### config.mk
export PLATFORM = sky130hd
export DESIGN_NAME = bank_port_arbiter
export DESIGN_NICKNAME = d
export VERILOG_FILES = /design/src/rtl/bank_ctrl_pkg.sv /design/src/rtl/rr_arbiter.sv /design/src/rtl/bank_port_arbiter.sv
export SDC_FILE = /design/constraint.sdc
export NUM_CORES = 1
export LEC_CHECK = 0
export ABC_AREA = 1
export CELL_PAD_IN_SITES_DETAIL_PLACEMENT = 0
export CELL_PAD_IN_SITES_GLOBAL_PLACEMENT = 1
export CORE_AREA = 3 3 382 384
export CTS_BUF_LIST = sky130_fd_sc_hd__clkbuf_8
export DETAILED_ROUTE_END_ITERATION = 8
export DIE_AREA = 0 0 385 387
export PLACE_DENSITY_LB_ADDON = 0.1
export SYNTH_ARGS = -nofsm -noshare
export SYNTH_HDL_FRONTEND = slang
export SYNTH_SLANG_ARGS = --single-unit
### constraint.sdc
create_clock -name vsi_clk -period 12.2 [get_ports vsi_clk]
set_clock_uncertainty 0.15 [all_clocks]
set_input_delay 3.05 -clock vsi_clk [delete_from_list [all_inputs] [get_ports vsi_clk]]
set_output_delay 3.05 -clock vsi_clk [all_outputs]
set_load 0.02 [all_outputs]
### src/rtl/bank_ctrl_pkg.sv
// Shared constants and types for the bank port arbiter.
// Includes the bank geometry defaults, the requester ID width helper and the read-tag record.
package bank_ctrl_pkg;

  localparam int DATA_W_DEF = 128;
  localparam int ADDR_W_DEF = 7;
  // Wide enough for the largest supported requester count (8)
  localparam int MAX_ID_W   = 3;

  function automatic int id_width(input int n);
    return (n <= 2) ? 1 : $clog2(n);
  endfunction

  typedef struct packed {
    logic                valid;
    logic [MAX_ID_W-1:0] id;
  } rd_tag_t;

endpackage

### src/rtl/rr_arbiter.sv
// Round-robin arbiter: grants the first requester at or above the pointer, wrapping around.
// The pointer moves past the winner only when the caller reports that the grant was used.
module rr_arbiter
  import bank_ctrl_pkg::*;
#(
  parameter  int N  = 4,
  localparam int IW = id_width(N)
) (
  input  logic          clk,
  input  logic          rst,
  input  logic [N-1:0]  req,
  input  logic          advance,
  output logic [N-1:0]  grant,
  output logic [IW-1:0] gidx
);

  logic [IW-1:0] ptr_reg;
  logic          found;
  int            cand;

  always_comb begin
    grant = '0;
    gidx  = '0;
    found = 1'b0;
    cand  = 0;
    for (int off = 0; off < N; off++) begin
      cand = int'(ptr_reg) + off;
      if (cand >= N) cand = cand - N;
      if (!found && req[cand]) begin
        found       = 1'b1;
        grant[cand] = 1'b1;
        gidx        = IW'(cand);
      end
    end
  end

  always_ff @(posedge clk or posedge rst) begin
    if (rst) begin
      ptr_reg <= '0;
    end else if (advance) begin
      ptr_reg <= (gidx == IW'(N - 1)) ? '0 : gidx + 1'b1;
    end
  end

endmodule

### src/rtl/bank_port_arbiter.sv
// Shares one bank write port and one bank read port among NUM_REQ requesters.
// Bank controls are registered; read responses come back tagged with the issuing requester.
module bank_port_arbiter
  import bank_ctrl_pkg::*;
#(
  parameter  int NUM_REQ      = 4,
  parameter  int DATA_W       = DATA_W_DEF,
  parameter  int ADDR_W       = ADDR_W_DEF,
  parameter  int READ_LATENCY = 1,
  localparam int ID_W         = $clog2(NUM_REQ)
) (
  input  logic                      vsi_clk,
  input  logic                      vsi_reset,
  input  logic [NUM_REQ-1:0]        wr_valid,
  output logic [NUM_REQ-1:0]        wr_ready,
  input  logic [NUM_REQ*ADDR_W-1:0] wr_addr,
  input  logic [NUM_REQ*DATA_W-1:0] wr_data,
  input  logic [NUM_REQ-1:0]        rd_valid,
  output logic [NUM_REQ-1:0]        rd_ready,
  input  logic [NUM_REQ*ADDR_W-1:0] rd_addr,
  output logic                      rsp_valid,
  output logic [ID_W-1:0]           rsp_id,
  output logic [DATA_W-1:0]         rsp_data,
  output logic                      vsi_inputChipSelect,
  output logic [ADDR_W-1:0]         vsi_inputAddr,
  output logic [DATA_W-1:0]         vsi_inputData,
  output logic                      vsi_outputChipSelect,
  output logic [ADDR_W-1:0]         vsi_outputAddr,
  input  logic [DATA_W-1:0]         vsi_outputData
);

  logic [NUM_REQ-1:0][ADDR_W-1:0] wr_addr_arr;
  logic [NUM_REQ-1:0][DATA_W-1:0] wr_data_arr;
  logic [NUM_REQ-1:0][ADDR_W-1:0] rd_addr_arr;

  generate
    for (genvar gi = 0; gi < NUM_REQ; gi++) begin : g_slice
      assign wr_addr_arr[gi] = wr_addr[gi*ADDR_W +: ADDR_W];
      assign wr_data_arr[gi] = wr_data[gi*DATA_W +: DATA_W];
      assign rd_addr_arr[gi] = rd_addr[gi*ADDR_W +: ADDR_W];
    end
  endgenerate

  logic [NUM_REQ-1:0] wr_grant;
  logic [NUM_REQ-1:0] rd_grant;
  logic [ID_W-1:0]    wr_gidx;
  logic [ID_W-1:0]    rd_gidx;
  logic               wr_fire;
  logic               rd_fire;
  logic               hazard;

  rr_arbiter #(.N(NUM_REQ)) u_wr_arb (
    .clk     (vsi_clk),
    .rst     (vsi_reset),
    .req     (wr_valid),
    .advance (wr_fire),
    .grant   (wr_grant),
    .gidx    (wr_gidx)
  );

  rr_arbiter #(.N(NUM_REQ)) u_rd_arb (
    .clk     (vsi_clk),
    .rst     (vsi_reset),
    .req     (rd_valid),
    .advance (rd_fire),
    .grant   (rd_grant),
    .gidx    (rd_gidx)
  );

  // A read colliding with a same-cycle write to the same word waits one cycle,
  // so the bank has committed the new data before the read samples it.
  assign hazard   = (|wr_grant) && (|rd_grant) && (wr_addr_arr[wr_gidx] == rd_addr_arr[rd_gidx]);
  assign wr_ready = wr_grant;
  assign rd_ready = hazard ? '0 : rd_grant;
  assign wr_fire  = |wr_grant;
  assign rd_fire  = (|rd_grant) && !hazard;

  logic [MAX_ID_W-1:0] rd_id_reg;

  always_ff @(posedge vsi_clk or posedge vsi_reset) begin
    if (vsi_reset) begin
      vsi_inputChipSelect  <= 1'b0;
      vsi_inputAddr        <= '0;
      vsi_inputData        <= '0;
      vsi_outputChipSelect <= 1'b0;
      vsi_outputAddr       <= '0;
      rd_id_reg            <= '0;
    end else begin
      vsi_inputChipSelect  <= wr_fire;
      vsi_outputChipSelect <= rd_fire;
      if (wr_fire) begin
        vsi_inputAddr <= wr_addr_arr[wr_gidx];
        vsi_inputData <= wr_data_arr[wr_gidx];
      end
      if (rd_fire) begin
        vsi_outputAddr <= rd_addr_arr[rd_gidx];
        rd_id_reg      <= MAX_ID_W'(rd_gidx);
      end
    end
  end

  // Tag pipeline tracks the bank's read latency behind the registered read strobe
  rd_tag_t tag_reg [READ_LATENCY];

  always_ff @(posedge vsi_clk or posedge vsi_reset) begin
    if (vsi_reset) begin
      for (int i = 0; i < READ_LATENCY; i++) tag_reg[i] <= '0;
    end else begin
      tag_reg[0] <= '{valid: vsi_outputChipSelect, id: rd_id_reg};
      for (int i = 1; i < READ_LATENCY; i++) tag_reg[i] <= tag_reg[i-1];
    end
  end

  logic [MAX_ID_W-1:0] tag_id_full;
  logic                unused_tag_id;

  assign tag_id_full   = tag_reg[READ_LATENCY-1].id;
  assign unused_tag_id = ^tag_id_full;
  assign rsp_valid     = tag_reg[READ_LATENCY-1].valid;
  assign rsp_id        = tag_id_full[ID_W-1:0];
  assign rsp_data      = rsp_valid ? vsi_outputData : '0;

endmodule
# Word level (Yosys, flattened, before mapping)
# Index checks and enable logic that the tools add are counted.
# totals
register_bits	153
input_bits	706
out_inout_bits	283
elab_cells	167
# op_classes
addsub	16
order_cmp	26
n_eq_ne	3
muxes	80
bitwise_logic	6
reduce_logical	26
# op_table
operator	n
128-bit binary-select mux with 2-bit select	1
32-bit by 1-bit greater-or-equal comparator with 1-bit output (second input constant)	8
32-bit by 4-bit less-than comparator with 1-bit output (second input constant)	8
128-bit 2-to-1 mux	2
32-bit 2-to-1 mux	8
32-bit by 4-bit greater-or-equal comparator with 1-bit output (second input constant)	6
32-bit by 4-bit subtractor with 32-bit output (second input constant)	6
4-bit 2-to-1 mux	9
1-bit 2-to-1 mux	30
7-bit binary-select mux with 2-bit select	2
4-bit bitwise OR	6
2-bit 2-to-1 mux	10
1-bit logical AND	17
1-bit binary-select mux with 2-bit select	8
1-bit demux with 2-bit select	8
7-bit 2-to-1 mux	2
2-bit by 2-bit adder with 3-bit output (second input constant)	4
4-bit OR reduction	2
2-bit by 3-bit subtractor with 4-bit output (second input constant)	2
7-bit == test	1
1-bit zero test	7
2-bit by 1-bit adder with 3-bit output (second input constant)	2
2-bit by 3-bit greater-or-equal comparator with 1-bit output (second input constant)	2
2-bit by 3-bit less-than comparator with 1-bit output (second input constant)	2
2 further kinds	4

# Longest topological paths before layout
# depth
depth_word	21
ltp_mapped	24
depth_no_buf	22

# Cells and area by module
# A second synthesis with hierarchy kept.
# hier_totals
hier_cells	1988
area_unflattened_um2	11878.9
# by_module_without_submodules
module	instances	cells_each	area_per_inst_um2	seq_area_each_um2
bank_port_arbiter	1	1796	10704.0	3728.6
rr_arbiter at u_wr_arb	1	100	624.3	50.0
rr_arbiter at u_rd_arb	1	92	550.5	50.0

# Worst setup path before layout
# OpenSTA, ideal clock, no wires.
# synth_timing
kind	input-to-output
startpoint	input rd_valid[3]
endpoint	output rd_ready[2]
arrival_ns	4.790
setup_slack_ns	4.210
cell_stages	20
path_buffers	1
path_cell_list	inv_1 > nand2_1 > nand3_1 > nand2_4 > nor2_4 > nand2_1 > nand2_2 > nand2_4 > nand2_4 > buf_6 > nand2_1 > nand3_1 > nand2_1 > nand2_1 > nand2_1 > nand2_1 > nor2_2 > nand2_2 > inv_1 > a21oi_1
# synth_via
elab_chain_cells	18
elab_cells_between_ends	39
# synth_rtl
element	line_no	rtl
from (decl)	bank_port_arbiter.sv:18	input logic [NUM_REQ-1:0] rd_valid,
1-bit binary-select mux with 2-bit select	rr_arbiter.sv:29	if (!found && req[cand]) begin
1-bit 2-to-1 mux (implied by the code) (2 in a row)	rr_arbiter.sv:29	
1-bit 2-to-1 mux	rr_arbiter.sv:29	
1-bit zero test	rr_arbiter.sv:29	
1-bit logical AND	rr_arbiter.sv:29	
1-bit 2-to-1 mux	rr_arbiter.sv:29	
1-bit zero test	rr_arbiter.sv:29	
1-bit logical AND	rr_arbiter.sv:29	
1-bit 2-to-1 mux	rr_arbiter.sv:29	
1-bit zero test	rr_arbiter.sv:29	
1-bit logical AND	rr_arbiter.sv:29	
2-bit 2-to-1 mux	rr_arbiter.sv:29	
7-bit binary-select mux with 2-bit select	bank_port_arbiter.sv:72	assign hazard = (|wr_grant) && (|rd_grant) && (wr_addr_arr[wr_gidx] == rd_addr_arr[rd_gidx]);
7-bit 2-to-1 mux (implied by the code)	bank_port_arbiter.sv:72	
7-bit == test	bank_port_arbiter.sv:72	
1-bit logical AND	bank_port_arbiter.sv:72	
4-bit 2-to-1 mux (*)	bank_port_arbiter.sv:74	assign rd_ready = hazard ? '0 : rd_grant;
to (decl)	bank_port_arbiter.sv:19	output logic [NUM_REQ-1:0] rd_ready,
# Every way passes the cells marked *; elsewhere a longest branch is shown, timed or not. The select of a mux whose other input is x is not followed.

# Worst setup path after layout
# layout_timing
startpoint	input wr_valid[1]
endpoint	output rd_ready[2]
# layout_via
elab_chain_cells	18
elab_cells_between_ends	39
# layout_rtl
element	line_no	rtl
from (decl)	bank_port_arbiter.sv:14	input logic [NUM_REQ-1:0] wr_valid,
1-bit binary-select mux with 2-bit select	rr_arbiter.sv:29	
1-bit 2-to-1 mux (implied by the code) (2 in a row)	rr_arbiter.sv:29	
1-bit 2-to-1 mux	rr_arbiter.sv:29	
1-bit zero test	rr_arbiter.sv:29	
1-bit logical AND	rr_arbiter.sv:29	
1-bit 2-to-1 mux	rr_arbiter.sv:29	
1-bit zero test	rr_arbiter.sv:29	
1-bit logical AND	rr_arbiter.sv:29	
1-bit 2-to-1 mux	rr_arbiter.sv:29	
1-bit zero test	rr_arbiter.sv:29	
1-bit logical AND	rr_arbiter.sv:29	
2-bit 2-to-1 mux	rr_arbiter.sv:29	
7-bit binary-select mux with 2-bit select	bank_port_arbiter.sv:72	
7-bit 2-to-1 mux (implied by the code)	bank_port_arbiter.sv:72	
7-bit == test	bank_port_arbiter.sv:72	
1-bit logical AND (*)	bank_port_arbiter.sv:72	
4-bit 2-to-1 mux (*)	bank_port_arbiter.sv:74	
# Marks and branches as above.

==> impl_metrics.toml <==
[status]
status = "finished, final reports clean"

[finish]
largest_reg_flops = 128
fillers = 16300
drive_above_1_share = 0.0345
synthToLayoutAreaGrowth_pct = 102
final_area_mm2 = 0.0243
multiInputGateArea_mm2 = 0.00688
mostFrequentLayoutCells = "clkdlybuf4s50_1 (988), nor2_1 (405), nand2_1 (280), o21ai_0 (236), inv_1 (180)"
top_regs = "vsi_inputData x128, vsi_inputAddr x7, vsi_outputAddr x7"
fin_util = 0.170
layout_commonest_cell = "clkdlybuf4s50_1"
fin_nets = 3465
seqCellArea_mm2 = 0.00383
largest-register = "vsi_inputData"

[critical_path]
r2r_slack_ns = 6.00
max_stage_delay_ns = 0.79
reg2regPathDepth = 17
crit_path_frequent_cell = "nand2_1"
crit_fanout = 104
end_kind = "output port"
worstReg2RegStart = "u_wr_arb.ptr_reg[0]"
cp.required_ns = 9.00
path_class = "in -> out"
r2r_end = "vsi_inputData[26]"
critical_path.slowest_cell = "nand2_8"
critPathArrivalTime_ns = 7.25
crit_chain = "clkdlybuf4s50_1 > inv_1 > nand2_2 > nand3_2 > nand2_4 > a21oi_1 > nand2_1 > nand2_8 > nand2_1 > nand3_1 > nand2_1 > nand3_1 > nand2_1 > nand2_1 > nor2_1 > nand2_2 > inv_1 > a21oi_1 > clkdlybuf4s50_1"
cp-start-kind = "input pin"

[sta]
worst_pin_slew_ns = 1.05
rsz0062_at_grt = "false"
tns_ns = 0
hold_slack_ns = 0.228
setup_viol = 0
slew_headroom = 0.297
period_share = 0.857
finalCriticalPeriod_ns = 10.45
finalHoldViolCount = 0
slew_violations = 0
fmax_mhz = 95.7

[global_routing]
overflow = 0
grt_pass1_wl_um = 147000
grt_pass1_vias = 17400
grt_max_degree = 142
grt.total_usage = 0.144
antenna_found_initial = 75

[min_path]
whs_endpoint = "rsp_valid"
hp-class = "reg -> reg"
worstHoldPathCells = 0
min-delay-start = "vsi_outputChipSelect"

[clocking]
htreeDepth = 4
clkLatencyLatePin_ns = 0.61
clock_sinks = 153
cts-root-buf = "clkbuf_8"
cts_tree = "built"
cts_resized = 0
cts_setup_buffers = 0
path_clk_slew_ns = 0.11
cts_buffer_depth = 2
postCtsHoldBufs = 0
cts-buffers-inserted = 17

[drt]
route.detailed.drc = 0
antenna_left = 0
drt_wl_total_um = 112000
firstDrtPassIters = 5
vias = 16700
vias_per_cell = 3.57
wl_per_cell_um = 23.9
dr.first_iter.drc_count = 672

[placement]
place_area_mm2 = 0.0238
place.gp.congestion = 0.925
dp_hpwl_um = 92300
portBuffers = 988

[floorplanning]
die_y_um = 387
die-area_mm2 = 0.149
ioPinCount = 989
start_util = 0.0840
num_rows = 139
core_area_mm2 = 0.143
die_width_um = 385

[power_and_ir_drop]
powerDensity_mw_per_mm2 = 364
clkPwrFrac = 0.056
sw_frac_of_total = 0.597
p_leak_nw = 9.98
peakVddDrop_mv = 0.342
p_sw_mw = 5.29
power.internal_mw = 3.56
combPwrFrac = 0.819
seq_power_share = 0.125

[logic_synthesis]
syn_nets = 2583
ys_warn_count = 0
synthDistinctLibCells = 30
synth-seq-cells = 153
netlist_area_mm2 = 0.0120
yosysTopAreaCell = "dfrtp_1"
seq_area_frac_synth = 0.318
synth.avg_cell_area_um2 = 6.46
netlist.area_leader.share = 0.318
ys_top_cells_by_area = "dfrtp_1 (32%), nor2_1 (13%), o21ai_0 (9.8%), nand2_1 (8.8%), o21bai_1 (8.0%)"
synth_cells = 1861

[run]
drv_cap = 0
## power groups by stage
stage	sequential [mW]	combinational [mW]	clock, mW
floorplan	1.32	4.29	0
global placement	1.12	7.50	0
detailed placement	1.13	7.49	0
CTS	1.12	7.51	0.544
global route	1.16	8.10	0.552
finish	1.11	7.25	0.493
## per-layer routing
| layer | global-route usage | routed length (um) | vias to the layer above |
|---|---|---|---|
| li1 | - | - | 7870 |
| met1 | 0.132 | 36600 | 7930 |
| met2 | 0.291 | 62700 | 706 |
| met3 | 0.0582 | 10100 | 150 |
| met4 | 0.0317 | 2130 | 32 |
| met5 | 0 | 224 | - |
## through the flow
step / setup slack (ns) / std cells / power [mW]
2_1_floorplan: 4.21 / 1861 / 5.62
3_3_place_gp: 1.71 / 4627 / 8.62
3_5_place_dp: 1.68 / 4627 / 8.62
4_1_cts: 1.66 / 4659 / 9.17
5_1_grt: 1.34 / 4666 / 9.81
6_report: 1.75 / 4679 / 8.85
## area by class of cell
cell class                 count  share of cell area
timing repair buffer        1004               0.412
sequential                   153               0.158
clock inverter                14             0.00659
tap                         1903              0.0980
antenna                       20             0.00206
inverter                     187              0.0299
multi-input combinational   1380               0.283
clock buffer                  18              0.0102
## worst max-delay path by stage
stage                      from     endpoint  slack, ns  depth (start not counted)
global route        wr_valid[1]  rd_ready[2]       1.34                         19
finish              wr_valid[1]  rd_ready[2]       1.75                         19
global placement    wr_valid[1]  rd_ready[2]       1.71                         19
floorplan           rd_valid[3]  rd_ready[2]       4.21                         20
detailed placement  wr_valid[1]  rd_ready[2]       1.68                         19
CTS                 wr_valid[1]  rd_ready[2]       1.66                         19
## cell usage after synthesis, drive strengths merged
cell,count
nor2,411
nand2,305
o21ai,260
inv,187
dfrtp,153
a31oi,129
o21bai,128
clkbuf,97
nand3,92
buf,44
ha,16
a21oi,13
nand3b,13
nand4,5
a22oi,4
a21boi,3
xnor2,1
## worst max-delay path: cells and delay by family
family | cells | cell delay, ns
compound gates | 2 | 0.30
buf+inv | 4 | 1.39
simple gates | 13 | 2.46
## kinds of logic (layout without fill, tap and decap cells)
| group | Yosys count | count (layout) | share of synthesized area |
|---|---|---|---|
| other | 0 | 20 | 0 |
| AND/OR/NAND/NOR | 826 | 826 | 0.288 |
| buffers and inverters | 328 | 1223 | 0.112 |
| adder cells (fa/ha/maj) | 16 | 16 | 0.0166 |
| AO/OA/AOI/OAI | 537 | 537 | 0.265 |
| flip-flops | 153 | 153 | 0.318 |
| XOR/XNOR | 1 | 1 | 0.000728 |
Power figures use the tool's default switching activity.
